## config.mk

```make
export PLATFORM = sky130hd
export DESIGN_NAME = sat_ctr
export DESIGN_NICKNAME = d
export VERILOG_FILES = /design/src/rtl/sat_ctr_pkg.sv /design/src/rtl/dff.sv /design/src/rtl/sat_ctr.sv
export SDC_FILE = /design/constraint.sdc
export NUM_CORES = 1
export LEC_CHECK = 0
export ABC_AREA = 1
export ABC_CLOCK_PERIOD_IN_PS = 1500
export BUFFER_PORTS_ARGS = -buffer_cell sky130_fd_sc_hd__buf_4
export CORE_AREA = 2 2 39 41
export DETAILED_ROUTE_END_ITERATION = 7
export DIE_AREA = 0 0 41 43
export PLACE_DENSITY_LB_ADDON = 0.08
export RECOVER_POWER = 100
export SYNTH_ARGS = -nofsm -noshare
export SYNTH_HDL_FRONTEND = slang
export SYNTH_HIERARCHICAL = 1
export SYNTH_SLANG_ARGS = --single-unit
```

## constraint.sdc

```tcl
create_clock -name clk -period 1.5 [get_ports clk]
set_clock_uncertainty 0.05 [all_clocks]
set_input_delay 0.3 -clock clk [delete_from_list [all_inputs] [get_ports clk]]
set_output_delay 0.3 -clock clk [all_outputs]
set_load 0.05 [all_outputs]
```

## src/rtl/sat_ctr_pkg.sv

```systemverilog
// -----------------------------------------------------------------------------
// sat_ctr_pkg
//   Shared constants and types for the saturating/wrapping counter.
//
//   Contents:
//     DIR_UP / DIR_DOWN     : encodings of the dir input
//     WRAP_SAT / WRAP_ROLL  : values of the WRAP parameter
//     next_sel_e            : which source feeds the next count value
//     max_count()           : largest value representable in a given width
//
//   Build option (used by sat_ctr):
//     SAT_CTR_STICKY_ERR_EN : registered, sticky err flag when defined
// -----------------------------------------------------------------------------
package sat_ctr_pkg;

   // Direction encoding on the dir input.
   localparam logic DIR_UP   = 1'b1;
   localparam logic DIR_DOWN = 1'b0;

   // Behaviour at the count bounds.
   localparam int WRAP_SAT  = 0;   // hold at the bound
   localparam int WRAP_ROLL = 1;   // roll over to the opposite bound

   // Source of the next count value, in decreasing priority.
   typedef enum logic [2:0] {
      SEL_HOLD  = 3'd0,   // keep the current count
      SEL_CLEAR = 3'd1,   // synchronous clear
      SEL_LOAD  = 3'd2,   // legal load value
      SEL_FIX   = 3'd3,   // recover from an out-of-range count
      SEL_STEP  = 3'd4    // increment / decrement / wrap / saturate
   } next_sel_e;

   // Largest unsigned value that fits in 'width' bits.
   function automatic int max_count(input int width);
      return (1 << width) - 1;
   endfunction

endpackage

```

## src/rtl/dff.sv

```systemverilog
// -----------------------------------------------------------------------------
// dff
//   Single-bit storage cell with asynchronous active-high reset to 0.
//
//   Ports:
//     clk  : clock, captures d_i on the rising edge
//     rst  : asynchronous active-high reset, forces q_o to 0
//     d_i  : data input
//     q_o  : registered output
// -----------------------------------------------------------------------------
module dff (
   input  logic clk,
   input  logic rst,
   input  logic d_i,
   output logic q_o
);

   logic q_q;

   always_ff @(posedge clk or posedge rst) begin
      if (rst) begin
         q_q <= 1'b0;
      end else begin
         q_q <= d_i;
      end
   end

   assign q_o = q_q;

endmodule

```

## src/rtl/sat_ctr.sv

```systemverilog
// -----------------------------------------------------------------------------
// sat_ctr
//   Up/down counter over the range 0..MAX_VAL that either saturates at the
//   bounds (WRAP=0) or rolls over (WRAP=1). Supports synchronous clear and
//   load, and flags out-of-range loads and out-of-range counts on err.
//
//   Parameters:
//     WIDTH   : count width in bits
//     MAX_VAL : terminal count, 1 .. 2**WIDTH-1
//     WRAP    : WRAP_SAT (0) or WRAP_ROLL (1)
//
//   Ports:
//     clk      : clock, all state changes on the rising edge
//     rst      : asynchronous active-high reset (count and err to 0)
//     ctr_rst  : synchronous clear, highest priority
//     en       : count enable
//     dir      : 1 = count up, 0 = count down
//     load     : synchronous load strobe
//     load_val : value to load, ignored when above MAX_VAL
//     out      : current count, straight from the state register
//     sat      : count sits at the bound of the current direction
//     err      : bad load value or out-of-range count
//
//   Build option:
//     SAT_CTR_STICKY_ERR_EN defined   : err is registered and stays high from
//                                       the edge after an error condition
//                                       until rst or ctr_rst.
//     SAT_CTR_STICKY_ERR_EN undefined : err is combinational and only high
//                                       while the error condition holds.
// -----------------------------------------------------------------------------
module sat_ctr
   import sat_ctr_pkg::*;
#(
   parameter int WIDTH   = 3,
   parameter int MAX_VAL = 5,
   parameter int WRAP    = 0
) (
   input  logic             clk,
   input  logic             rst,
   input  logic             ctr_rst,
   input  logic             en,
   input  logic             dir,
   input  logic             load,
   input  logic [WIDTH-1:0] load_val,
   output logic [WIDTH-1:0] out,
   output logic             sat,
   output logic             err
);

   // Reject terminal counts that are zero or do not fit in WIDTH bits.
   if (MAX_VAL < 1 || MAX_VAL > max_count(WIDTH)) begin : g_bad_max_val
      $error("sat_ctr: MAX_VAL must lie in 1 .. 2**WIDTH-1");
   end

   localparam logic [WIDTH-1:0] MAX_W   = WIDTH'(MAX_VAL);
   localparam logic [WIDTH-1:0] ZERO_W  = '0;
   localparam bit               WRAP_EN = (WRAP == WRAP_ROLL);

   logic [WIDTH-1:0] count_q;
   logic [WIDTH-1:0] count_d;
   logic [WIDTH-1:0] step_val;
   logic             illegal_cnt;
   logic             load_ok;
   logic             load_bad;
   logic             err_cond;
   next_sel_e        sel;

   // ---------------------------------------------------------------------------
   // Decode of the current state and the control inputs.
   // ---------------------------------------------------------------------------
   always_comb begin
      illegal_cnt = (count_q > MAX_W);
      load_ok     = load && (load_val <= MAX_W);
      load_bad    = load && !load_ok;

      // A rejected load blocks counting for that cycle, but an out-of-range
      // count is still pulled back to zero underneath it.
      sel = SEL_HOLD;
      if (ctr_rst) begin
         sel = SEL_CLEAR;
      end else if (load_ok) begin
         sel = SEL_LOAD;
      end else if (illegal_cnt) begin
         sel = SEL_FIX;
      end else if (load_bad) begin
         sel = SEL_HOLD;
      end else if (en) begin
         sel = SEL_STEP;
      end

      // The load is not evaluated at all while ctr_rst is asserted, so a bad
      // load_val only counts as an error when ctr_rst is low.
      err_cond = (load_bad && !ctr_rst) || illegal_cnt;
   end

   // ---------------------------------------------------------------------------
   // One count step in the requested direction. The bounds are compared
   // explicitly, so MAX_VAL = 2**WIDTH-1 saturates or wraps exactly like any
   // other terminal count instead of relying on WIDTH-bit overflow.
   // ---------------------------------------------------------------------------
   always_comb begin
      step_val = count_q;
      if (dir == DIR_UP) begin
         if (count_q == MAX_W) begin
            step_val = WRAP_EN ? ZERO_W : MAX_W;
         end else begin
            step_val = count_q + 1'b1;
         end
      end else begin
         if (count_q == ZERO_W) begin
            step_val = WRAP_EN ? MAX_W : ZERO_W;
         end else begin
            step_val = count_q - 1'b1;
         end
      end
   end

   // ---------------------------------------------------------------------------
   // Next-count mux.
   // ---------------------------------------------------------------------------
   always_comb begin
      count_d = count_q;
      case (sel)
         SEL_CLEAR: count_d = ZERO_W;
         SEL_LOAD:  count_d = load_val;
         SEL_FIX:   count_d = ZERO_W;
         SEL_STEP:  count_d = step_val;
         default:   count_d = count_q;
      endcase
   end

   // ---------------------------------------------------------------------------
   // Count state register, one storage cell per bit.
   // ---------------------------------------------------------------------------
   for (genvar i = 0; i < WIDTH; i++) begin : g_bit
      dff u_dff (
         .clk (clk),
         .rst (rst),
         .d_i (count_d[i]),
         .q_o (count_q[i])
      );
   end

   assign out = count_q;

   // sat looks only at count and dir, so it is valid whether or not en is set.
   assign sat = (dir == DIR_UP) ? (count_q == MAX_W) : (count_q == ZERO_W);

   // ---------------------------------------------------------------------------
   // Error flag.
   // ---------------------------------------------------------------------------
`ifdef SAT_CTR_STICKY_ERR_EN
   logic err_q;
   logic err_d;

   // ctr_rst wins over a simultaneous error so that a clear always clears.
   always_comb begin
      err_d = err_q | err_cond;
      if (ctr_rst) begin
         err_d = 1'b0;
      end
   end

   dff u_err_dff (
      .clk (clk),
      .rst (rst),
      .d_i (err_d),
      .q_o (err_q)
   );

   assign err = err_q;
`else
   assign err = err_cond;
`endif

endmodule

```

==> results of run 1 <==
[worst max-delay path: stages (launching register included)]
cell     delay, ps
dfrtp_2        420
nor2_4         150
ha_4           140
inv_2           40
o21ai_4        110
buf_6          170
[routing by layer]
layer | share of wire (%) | track usage [%]
met5 | 0 | 0
met3 | 3.5 | 1.57
met2 | 57 | 20.0
met1 | 39 | 17.8
met4 | 0 | 4.00
[layout make-up]
cell class                 instances  area, um^2
sequential                         3        78.8
tap                               16        20.0
clock buffer                       4        26.3
multi-input combinational         41         272
inverter                          13        51.3
timing repair buffer              23         178
fill                             158         758
[power breakdown]
part,switching [uW],internal [uW]
clock network,39.0,99.5
logic,143,108
registers,8.08,90.8
[through the flow]
step	instances	instance area (um^2)	setup WS, ps
finish	100	626	-115
global route	100	626	-167
CTS	97	586	-103
detailed placement	89	517	51.4
global placement	89	517	75.7
floorplan	58	388	-166
[timing repair]
| action | in CTS | in global routing |
|---|---|---|
| setup endpoints to repair | 2 | 2 |
| setup buffers | 3 | 3 |
| hold buffers | 1 | 0 |
| gates resized for setup | 5 | 5 |
| hold endpoints to repair | 3 | 0 |
| pin swaps | 2 | 1 |
[final timing paths]
check                                        start                 end  slack, ps  cells past startpoint
worst min register to register  g_bit[0].u_dff/q_o  g_bit[0].u_dff/q_o        690                      3
worst max register to register  g_bit[1].u_dff/q_o  g_bit[2].u_dff/q_o        -20                      8
max in group asynchronous                      rst  g_bit[0].u_dff/q_o        890                      3
worst max-delay path            g_bit[1].u_dff/q_o                 sat       -110                      5
min in group asynchronous                      rst  g_bit[2].u_dff/q_o        410                      3
worst min-delay path                   load_val[0]  g_bit[0].u_dff/q_o        250                      3
[logic make-up (layout without fill, tap and decap cells)]
family	after synthesis	after routing	share of synthesized area, %
buf+inv	14	40	16.9
fa+ha+maj	2	2	7.04
compound gates	4	4	6.34
flops	3	3	21.1
simple gates	35	35	48.6
[cell usage in the layout, fill, tap and decap left out]
cell type	instances
clkbuf_4	3
clkbuf_2	1
nand3_1	9
inv_1	9
clkinv_1	1
nand2_1	15
nand4_1	1
ha_1	1
nor2_2	1
inv_2	2
o31ai_2	1
inv_4	1
ha_4	1
nor2_1	2
a21oi_1	1
buf_6	3
buf_4	16
dfrtp_2	3
o21ai_0	1
dlygate4sd3_1	1
nand2_4	2
nor2_4	2
buf_2	1
nand3_2	2
clkbuf_1	2
or2_4	1
o21ai_4	1
==> out/metrics.yaml, run 1 <==
placement:
  hpwl_um: 702
  gp_congestion: 0.684
  io_buffers: 13
global_route:
  antenna_found_initial: 0
  grt_overflow: 0
  grt_usage_pct: 12.9
  grt_max_degree: 9
  grt_pass1_vias: 399
  grt_pass1_wl_um: 1590
logic_synthesis:
  synthesis.nets: 69
  netlist_instances: 58
  yosysMostFrequentCell: "nand2_1"
  synth_seq_area_share_pct: 21.1
  synth_top_area_share_pct: 21.1
  synthesis.area_um2: 355
  yosysWarningCount: 6
  ys_ff_latch: 3
  synth.distinct_cells: 18
  async_flop_share_pct: 100
  avgSynthCellArea_um2: 6.13
  synth_top_cell_by_area: "dfrtp_1"
  synth_ff_type: "dfrtp_1"
  ys_top_cells_by_area: "dfrtp_1 21%, nand2_1 16%, nand3_1 15%"
  synth_common_cells: "15 x nand2_1, 11 x inv_1, 11 x nand3_1"
  synth-edff-count: 0
timing:
  fmax_mhz: 619
  layout_min_cycle_time_ps: 1610
  final_max_slew_viol_count: 0
  rsz0062_at_grt: "yes"
  hold_violations: 0
  max_slew_margin_pct: 81.8
  hold_ws_ps: 250
  tightestPinTransition_ps: 274
  tns_ps: -206
  final.period_utilization_pct: 108
  finalSetupViolations: 3
  post-route-worst-setup-slack_ps: -115
clocking:
  clk_pin_slew_worst_paths_ps: 40
  clockBufferDepth: 2
  htreeDepth: 1
  clock_latency_ps: 230
  numCtsBuffers: 3
  cts_sinks: 3
  root_buffer: "clkbuf_4"
  cts_tree: "yes"
die:
  die_y_um: 43
  fp.dieW_um: 41
  placementRows: 14
  start_util_pct: 25.7
  die-area_um2: 1760
  ioPinCount: 14
  core_um2: 1380
pwr:
  power_per_cell_area_nw_per_um2: 779
  p_total_uw: 488
  ir_worst_vdd_uv: 263
  leakagePower_uw: 0.000349
route:
  dr.pass1.iters: 4
  wirelength_um: 945
  drtAntennaViolNets: 0
  drcViolationCount: 0
  vias: 429
  avgViaCountPerCell: 4.29
  wl_per_cell_um: 9.45
  drt-initial-drc-count: 8
finish:
  nets: 96
  antenna-diode-count: 0
  drive_above_1_share_pct: 48.8
  area_delta_synth_final_pct: 76.1
  postLayoutCoreUtil_pct: 45.2
  largest_register_ffs: 3
worst_setup_path:
  worstPathRequired_ps: 1150
  crit_arrival_ps: 1260
  critPathCaptureType: "output pin"
  path_max_fanout: 3
  worstSetupPathType: "reg2out"
  crit_path_start_kind: "flip-flop"
flow_run:
  maxCapViolCount: 0
hold_path:
  hold_class: "in2reg"
outcome:
  outcome: "finished with violations"
  violations: "setup timing"
(Power assumes the default switching activity.)
==> run 2: changes to the inputs <==
--- a/config.mk
+++ b/config.mk
@@ -11,7 +11,7 @@
 export CORE_AREA = 2 2 39 41
 export DETAILED_ROUTE_END_ITERATION = 7
 export DIE_AREA = 0 0 41 43
-export PLACE_DENSITY_LB_ADDON = 0.08
+export PLACE_DENSITY = 0.47
 export RECOVER_POWER = 100
 export SYNTH_ARGS = -nofsm -noshare
 export SYNTH_HDL_FRONTEND = slang
==> run 2 against run 1 <==
The flow still finishes with violations (setup timing). Wire length decreased by 4.6%. Sequential share of layout area increased by 0.64 points. Non-clock buffer count decreased by 2. Final cell count decreased by 2.0%. Die area unchanged. Count of clock-buffer cells in the layout unchanged.
==> out/metrics.yaml, run 2 (synthesis results as in run 1) <==
global_route:
  grt_max_degree: 9  # unchanged
  grt_pass1_wl_um: 1490  # -6.1%
  grt_overflow: 0  # unchanged
  grt_pass1_vias: 389  # -2.5%
  antenna_found_initial: 0  # unchanged
  grt_usage_pct: 12.4  # -0.52 points
placement:
  io_buffers: 13  # unchanged
  placed_cell_area_um2: 517  # unchanged
  gp_congestion: 0.676  # -1.3%
  placedCellCount: 89  # unchanged
  hpwl_um: 724  # +3.0%
finish:
  drive_above_1_share_pct: 45.1  # -3.7 points
  final_common_cell: "nand2_1"
  postLayoutCoreUtil_pct: 43.0  # -2.2 points
  fin_cells: 98  # -2.0%
  antenna-diode-count: 0  # unchanged
  mostFrequentLayoutCells: "15 x nand2_1, 14 x buf_4, 10 x nand3_1"
  finalInstanceArea_um2: 596  # -4.8%
  fillers: 165  # +4.4%
  largest_register_ffs: 3  # unchanged
  area_delta_synth_final_pct: 67.6
  nets: 94  # -2.1%
worst_setup_path:
  worstSetupPathType: "reg2out"
  slowest_stage: "dfrtp_2"
  cp_num_buf_inv: 3  # +1
  path_max_fanout: 4  # +1
  crit_top_cell: "buf_6"
  cp_top_family: "flip-flops"
  critPathMaxStageDelay_ps: 420  # about the same
  critPathCaptureType: "output pin"
  crit_path_start_kind: "flip-flop"
  crit_arrival_ps: 1240  # -20 ps
  crit_path_start: "g_bit[1].u_dff/q_o"
  rr_startpoint: "g_bit[1].u_dff/q_o"
  cp_cell_sequence: "buf_6 -> inv_2 -> nand4_1 -> o21ai_4 -> buf_6"
  worstPathRequired_ps: 1150  # about the same
pwr:
  power_per_cell_area_nw_per_um2: 796  # +2.1%
  leakagePower_uw: 0.000322  # -7.7%
  ir_worst_vdd_uv: 224  # -15%
route:
  avgViaCountPerCell: 4.47  # +4.2%
  wirelength_um: 902  # -4.6%
  drcViolationCount: 0  # unchanged
  vias: 438  # +2.1%
  drt-initial-drc-count: 2  # -6
  dr.pass1.iters: 2  # -2
  drtAntennaViolNets: 0  # unchanged
  wl_per_cell_um: 9.20  # -2.6%
clocking:
  cts_sinks: 3  # unchanged
  clk_pin_slew_worst_paths_ps: 40  # about the same
  clock_latency_ps: 230  # about the same
  htreeDepth: 1  # unchanged
  cts_tree: "yes"
  clockBufferDepth: 2  # unchanged
  root_buffer: "clkbuf_4"
  numCtsBuffers: 3  # unchanged
timing:
  fmax_mhz: 630  # +1.7%
  final.period_utilization_pct: 106  # -1.8 points
  rsz0062_at_grt: "yes"
  hold_ws_ps: 249  # -1.96 ps
  final_max_slew_viol_count: 0  # unchanged
  tns_ps: -88.1  # +117 ps
  layout_min_cycle_time_ps: 1590  # -26.6 ps
  hold_violations: 0  # unchanged
  finalSetupViolations: 1  # -2
  tightestPinTransition_ps: 274  # +0.261 ps
  max_slew_margin_pct: 81.8  # about the same
  post-route-worst-setup-slack_ps: -88.1  # +26.6 ps
flow_run:
  maxCapViolCount: 0  # unchanged
outcome:
  outcome: "finished with violations"
  violations: "setup timing"
die:
  placementRows: 14  # unchanged
  start_util_pct: 25.7  # unchanged
  fp.dieW_um: 41  # unchanged
  die-area_um2: 1760  # unchanged
  core_um2: 1380  # unchanged
  ioPinCount: 14  # unchanged
  die_y_um: 43  # unchanged
hold_path:
  hold_class: "in2reg"
  worstHoldStart: "load_val[0]"
## run 2: repair_timing
action	CTS	global route
resized for setup	6	1
buffers inserted	4	0
hold buffers	1	0
pin swaps	2	1
hold endpoints to repair	3	0
endpoints found under the setup margin	2	2
## run 2: layer usage
metal | vias to the layer above | track usage (%) | wire (um)
li1 | 226 | - | -
met1 | 204 | 14.5 | 385
met2 | 8 | 20.6 | 488
met3 | 0 | 0 | 29
met4 | 0 | 8.00 | 0
met5 | - | 0 | 0
## run 2: cell type report
type	count	area [um^2]	area share, %
Multi-Input combinational cell	41	259	43.5
Sequential cell	3	78.8	13.2
Inverter	13	48.8	8.19
Clock buffer	4	26.3	4.41
Tap cell	16	20.0	3.36
Timing Repair Buffer	21	163	27.3
## run 2: worst paths after layout
kind | depth (start not counted) | slack [ps] | end
worst max-delay path | 5 | -90 | sat
worst min-delay path | 3 | 250 | g_bit[0].u_dff/q_o
worst max register to register | 7 | 90 | g_bit[2].u_dff/q_o
worst min register to register | 3 | 650 | g_bit[2].u_dff/q_o
max in group asynchronous | 3 | 880 | g_bit[2].u_dff/q_o
min in group asynchronous | 3 | 410 | g_bit[0].u_dff/q_o
## run 2: worst register-to-register path, cell delays in order (launching register included)
cell	delay, ps
dfrtp_2	420
nor2_4	140
buf_4	130
inv_2	30
ha_1	160
or2_4	240
nand3_2	60
nand3_1	60
## run 2: stage by stage
stage	power (uW)	worst slack, ps
detailed placement	303	66.0
floorplan	237	-166
CTS	481	-108
finish	474	-88.1
global placement	301	80.9
global route	503	-139
## run 2: report_power, final
group,leakage (uW),total [uW],switching (uW),internal (uW)
sequential,0.0000353,98.0,7.20,90.8
combinational,0.000272,235,137,97.2
clock,0.0000150,141,41.5,99.7
total,0.000322,474,186,288
==> run 3: changes to the inputs <==
--- a/config.mk
+++ b/config.mk
@@ -6,7 +6,7 @@
 export NUM_CORES = 1
 export LEC_CHECK = 0
 export ABC_AREA = 1
-export ABC_CLOCK_PERIOD_IN_PS = 1500
+export ABC_CLOCK_PERIOD_IN_PS = 1650
 export BUFFER_PORTS_ARGS = -buffer_cell sky130_fd_sc_hd__buf_4
 export CORE_AREA = 2 2 39 41
 export DETAILED_ROUTE_END_ITERATION = 7
==> constraint.sdc (replaced) <==
create_clock -name clk -period 1.65 [get_ports clk]
set_clock_uncertainty 0.05 [all_clocks]
set_input_delay 0.33 -clock clk [delete_from_list [all_inputs] [get_ports clk]]
set_output_delay 0.33 -clock clk [all_outputs]
set_load 0.05 [all_outputs]
==> run 3 against run 2 <==
Largest cell class unchanged. Sequential power decreased by 9.8%. The flow now finishes without violations. Setup slack improved by 120 ps. Register-to-register slack improved by 80 ps. Flip-flop and latch count unchanged. Critical endpoint unchanged. Critical path depth unchanged. Worst hold slack improved by 21 ps. Largest power group unchanged. Wire length decreased by 7.9%. Combinational power decreased by 20%. Via count decreased by 8.2%.
==> out/metrics.yaml, run 3 (synthesis results as in run 1) <==
die:
  die_y_um: 43  # unchanged
  fp.dieW_um: 41  # unchanged
  die-area_um2: 1760  # unchanged
  ioPinCount: 14  # unchanged
  placementRows: 14  # unchanged
  start_util_pct: 25.7  # unchanged
  core_um2: 1380  # unchanged
worst_setup_path:
  critPathMaxStageDelay_ps: 390  # -30 ps
  worstSetupPathType: "reg2out"
  cp_cell_sequence: "nor2_4 -> ha_2 -> inv_2 -> o21ai_2 -> buf_6"
  path_max_fanout: 2  # -2
  slowest_stage: "dfrtp_1"
  critPathCaptureType: "output pin"
  worstPathRequired_ps: 1270  # +120 ps
  crit_path_start_kind: "flip-flop"
  crit_arrival_ps: 1240  # about the same
timing:
  rsz0062_at_grt: "yes"
  final.period_utilization_pct: 98.0
  finalSetupViolations: 0  # -1
  tns_ps: 0  # +88.1 ps
  tightestPinTransition_ps: 274  # -0.517 ps
  fmax_mhz: 619
  max_slew_margin_pct: 81.8  # about the same
  post-route-worst-setup-slack_ps: 33.4  # +121 ps
  layout_min_cycle_time_ps: 1620
  hold_violations: 0  # unchanged
  final_max_slew_viol_count: 0  # unchanged
finish:
  drive_above_1_share_pct: 40.0  # -5.1 points
  largest_register_ffs: 3  # unchanged
  area_delta_synth_final_pct: 54.6
  antenna-diode-count: 0  # unchanged
  nets: 92  # -2.1%
  final_common_cell: "nand2_1"
  finalInstanceArea_um2: 549  # -7.8%
  mostFrequentLayoutCells: "15 x nand2_1, 14 x buf_4, 11 x nand3_1"
global_route:
  grt_pass1_wl_um: 1390  # -6.5%
  antenna_found_initial: 0  # unchanged
  grt_pass1_vias: 359  # -7.7%
  grt_max_degree: 9  # unchanged
  grt_usage_pct: 11.5  # -0.83 points
  grt_overflow: 0  # unchanged
flow_run:
  maxCapViolCount: 0  # unchanged
pwr:
  pwr-share-clk_pct: 31.1  # +1.3 points
  p_seq_share_pct: 22.1  # +1.4 points
  swShare_pct: 38.3  # -1.0 points
  p_comb_share_pct: 46.8  # -2.7 points
  ir_worst_vdd_uv: 181  # -19%
  power_per_cell_area_nw_per_um2: 727  # -8.6%
  internal_power_uw: 247  # -14%
  leakagePower_uw: 0.000308  # -4.4%
  net-switching-power_uw: 153  # -18%
route:
  avgViaCountPerCell: 4.19  # -6.3%
  drcViolationCount: 0  # unchanged
  dr.pass1.iters: 3  # +1
  drt-initial-drc-count: 3  # +1
  drtAntennaViolNets: 0  # unchanged
  wl_per_cell_um: 8.66  # -6.0%
  wirelength_um: 831  # -7.9%
  vias: 402  # -8.2%
hold_path:
  hold_class: "in2reg"
clocking:
  cts_sinks: 3  # unchanged
  root_buffer: "clkbuf_4"
  htreeDepth: 1  # unchanged
  cts_tree: "yes"
  clk_pin_slew_worst_paths_ps: 40  # about the same
  clock_latency_ps: 230  # about the same
  numCtsBuffers: 3  # unchanged
  clockBufferDepth: 2  # unchanged
placement:
  dp_slack_ps: 134  # +67.8 ps
  placed_cell_area_um2: 487  # -5.8%
  hpwl_um: 691  # -4.5%
  gp_congestion: 0.693  # +2.6%
  io_buffers: 13  # unchanged
outcome:
  outcome: "finished clean"
==> run 3: changes by cell type in the layout (fill, tap and decap cells not counted), sizes merged <==
cell and delta:
buf -2
==> run 3: timing repair <==
| item | 4_1_cts | 5_1_grt |
|---|---|---|
| hold endpoints to repair | 3 | 0 |
| hold buffers | 1 | 0 |
| buffers inserted | 3 | 0 |
| gates resized for setup | 3 | 2 |
| pin swaps | 1 | 1 |
| setup endpoints to repair | 1 | 1 |
==> run 3: layout make-up <==
class	instances	area, um^2
Clock buffer	4	26.3
Fill cell	160	835
Inverter	13	48.8
Multi-Input combinational cell	41	234
Sequential cell	3	77.6
Tap cell	16	20.0
Timing Repair Buffer	19	143
==> run 3: path summary, 6_finish.rpt <==
kind | cells past startpoint | end | start | slack, ps
worst max-delay path | 5 | sat | g_bit[1].u_dff/q_o | 30
worst min-delay path | 3 | g_bit[0].u_dff/q_o | load_val[0] | 270
worst max register to register | 6 | g_bit[2].u_dff/q_o | g_bit[2].u_dff/q_o | 170
worst min register to register | 3 | g_bit[2].u_dff/q_o | g_bit[2].u_dff/q_o | 620
max in group asynchronous | 3 | g_bit[0].u_dff/q_o | rst | 1000
min in group asynchronous | 3 | g_bit[2].u_dff/q_o | rst | 450
==> run 3: worst max-delay path, delay by kind of cell, from the launching register on <==
family / cells / cell delay (ps)
and+or+nand+nor: 1 / 120
buffers and inverters: 2 / 210
AOI/OAI and AO/OA: 1 / 110
adders and majority gates: 1 / 180
DFF: 1 / 390
==> run 3: metal layers <==
layer	up-vias	global-route usage, %	share of wire [%]
met3	0	0	4.0
met4	0	8.00	0
met2	9	18.8	53
met1	170	13.8	43
met5	-	0	0
li1	223	-	-
==> run 3: power groups by stage <==
stage                     Sequential, uW  Combinational [uW]  Clock (uW)
after CTS                           88.6                 191         130
final                               88.4                 187         124
after detailed placement            92.0                 168           0
after global placement              91.2                 168           0
after floorplan                      119                86.0           0
after global routing                89.0                 206         134
==> run 3: stage by stage <==
| step | instances | hold WS [ps] | power [uW] | util (%) |
|---|---|---|---|---|
| after floorplan | 58 | 8.71 | 205 | - |
| after global placement | 88 | 142 | 259 | 35.2 |
| after detailed placement | 88 | 144 | 260 | 35.2 |
| after CTS | 96 | 263 | 410 | 40.1 |
| after global routing | 96 | 282 | 429 | 39.7 |
| final | 96 | 269 | 400 | 39.7 |
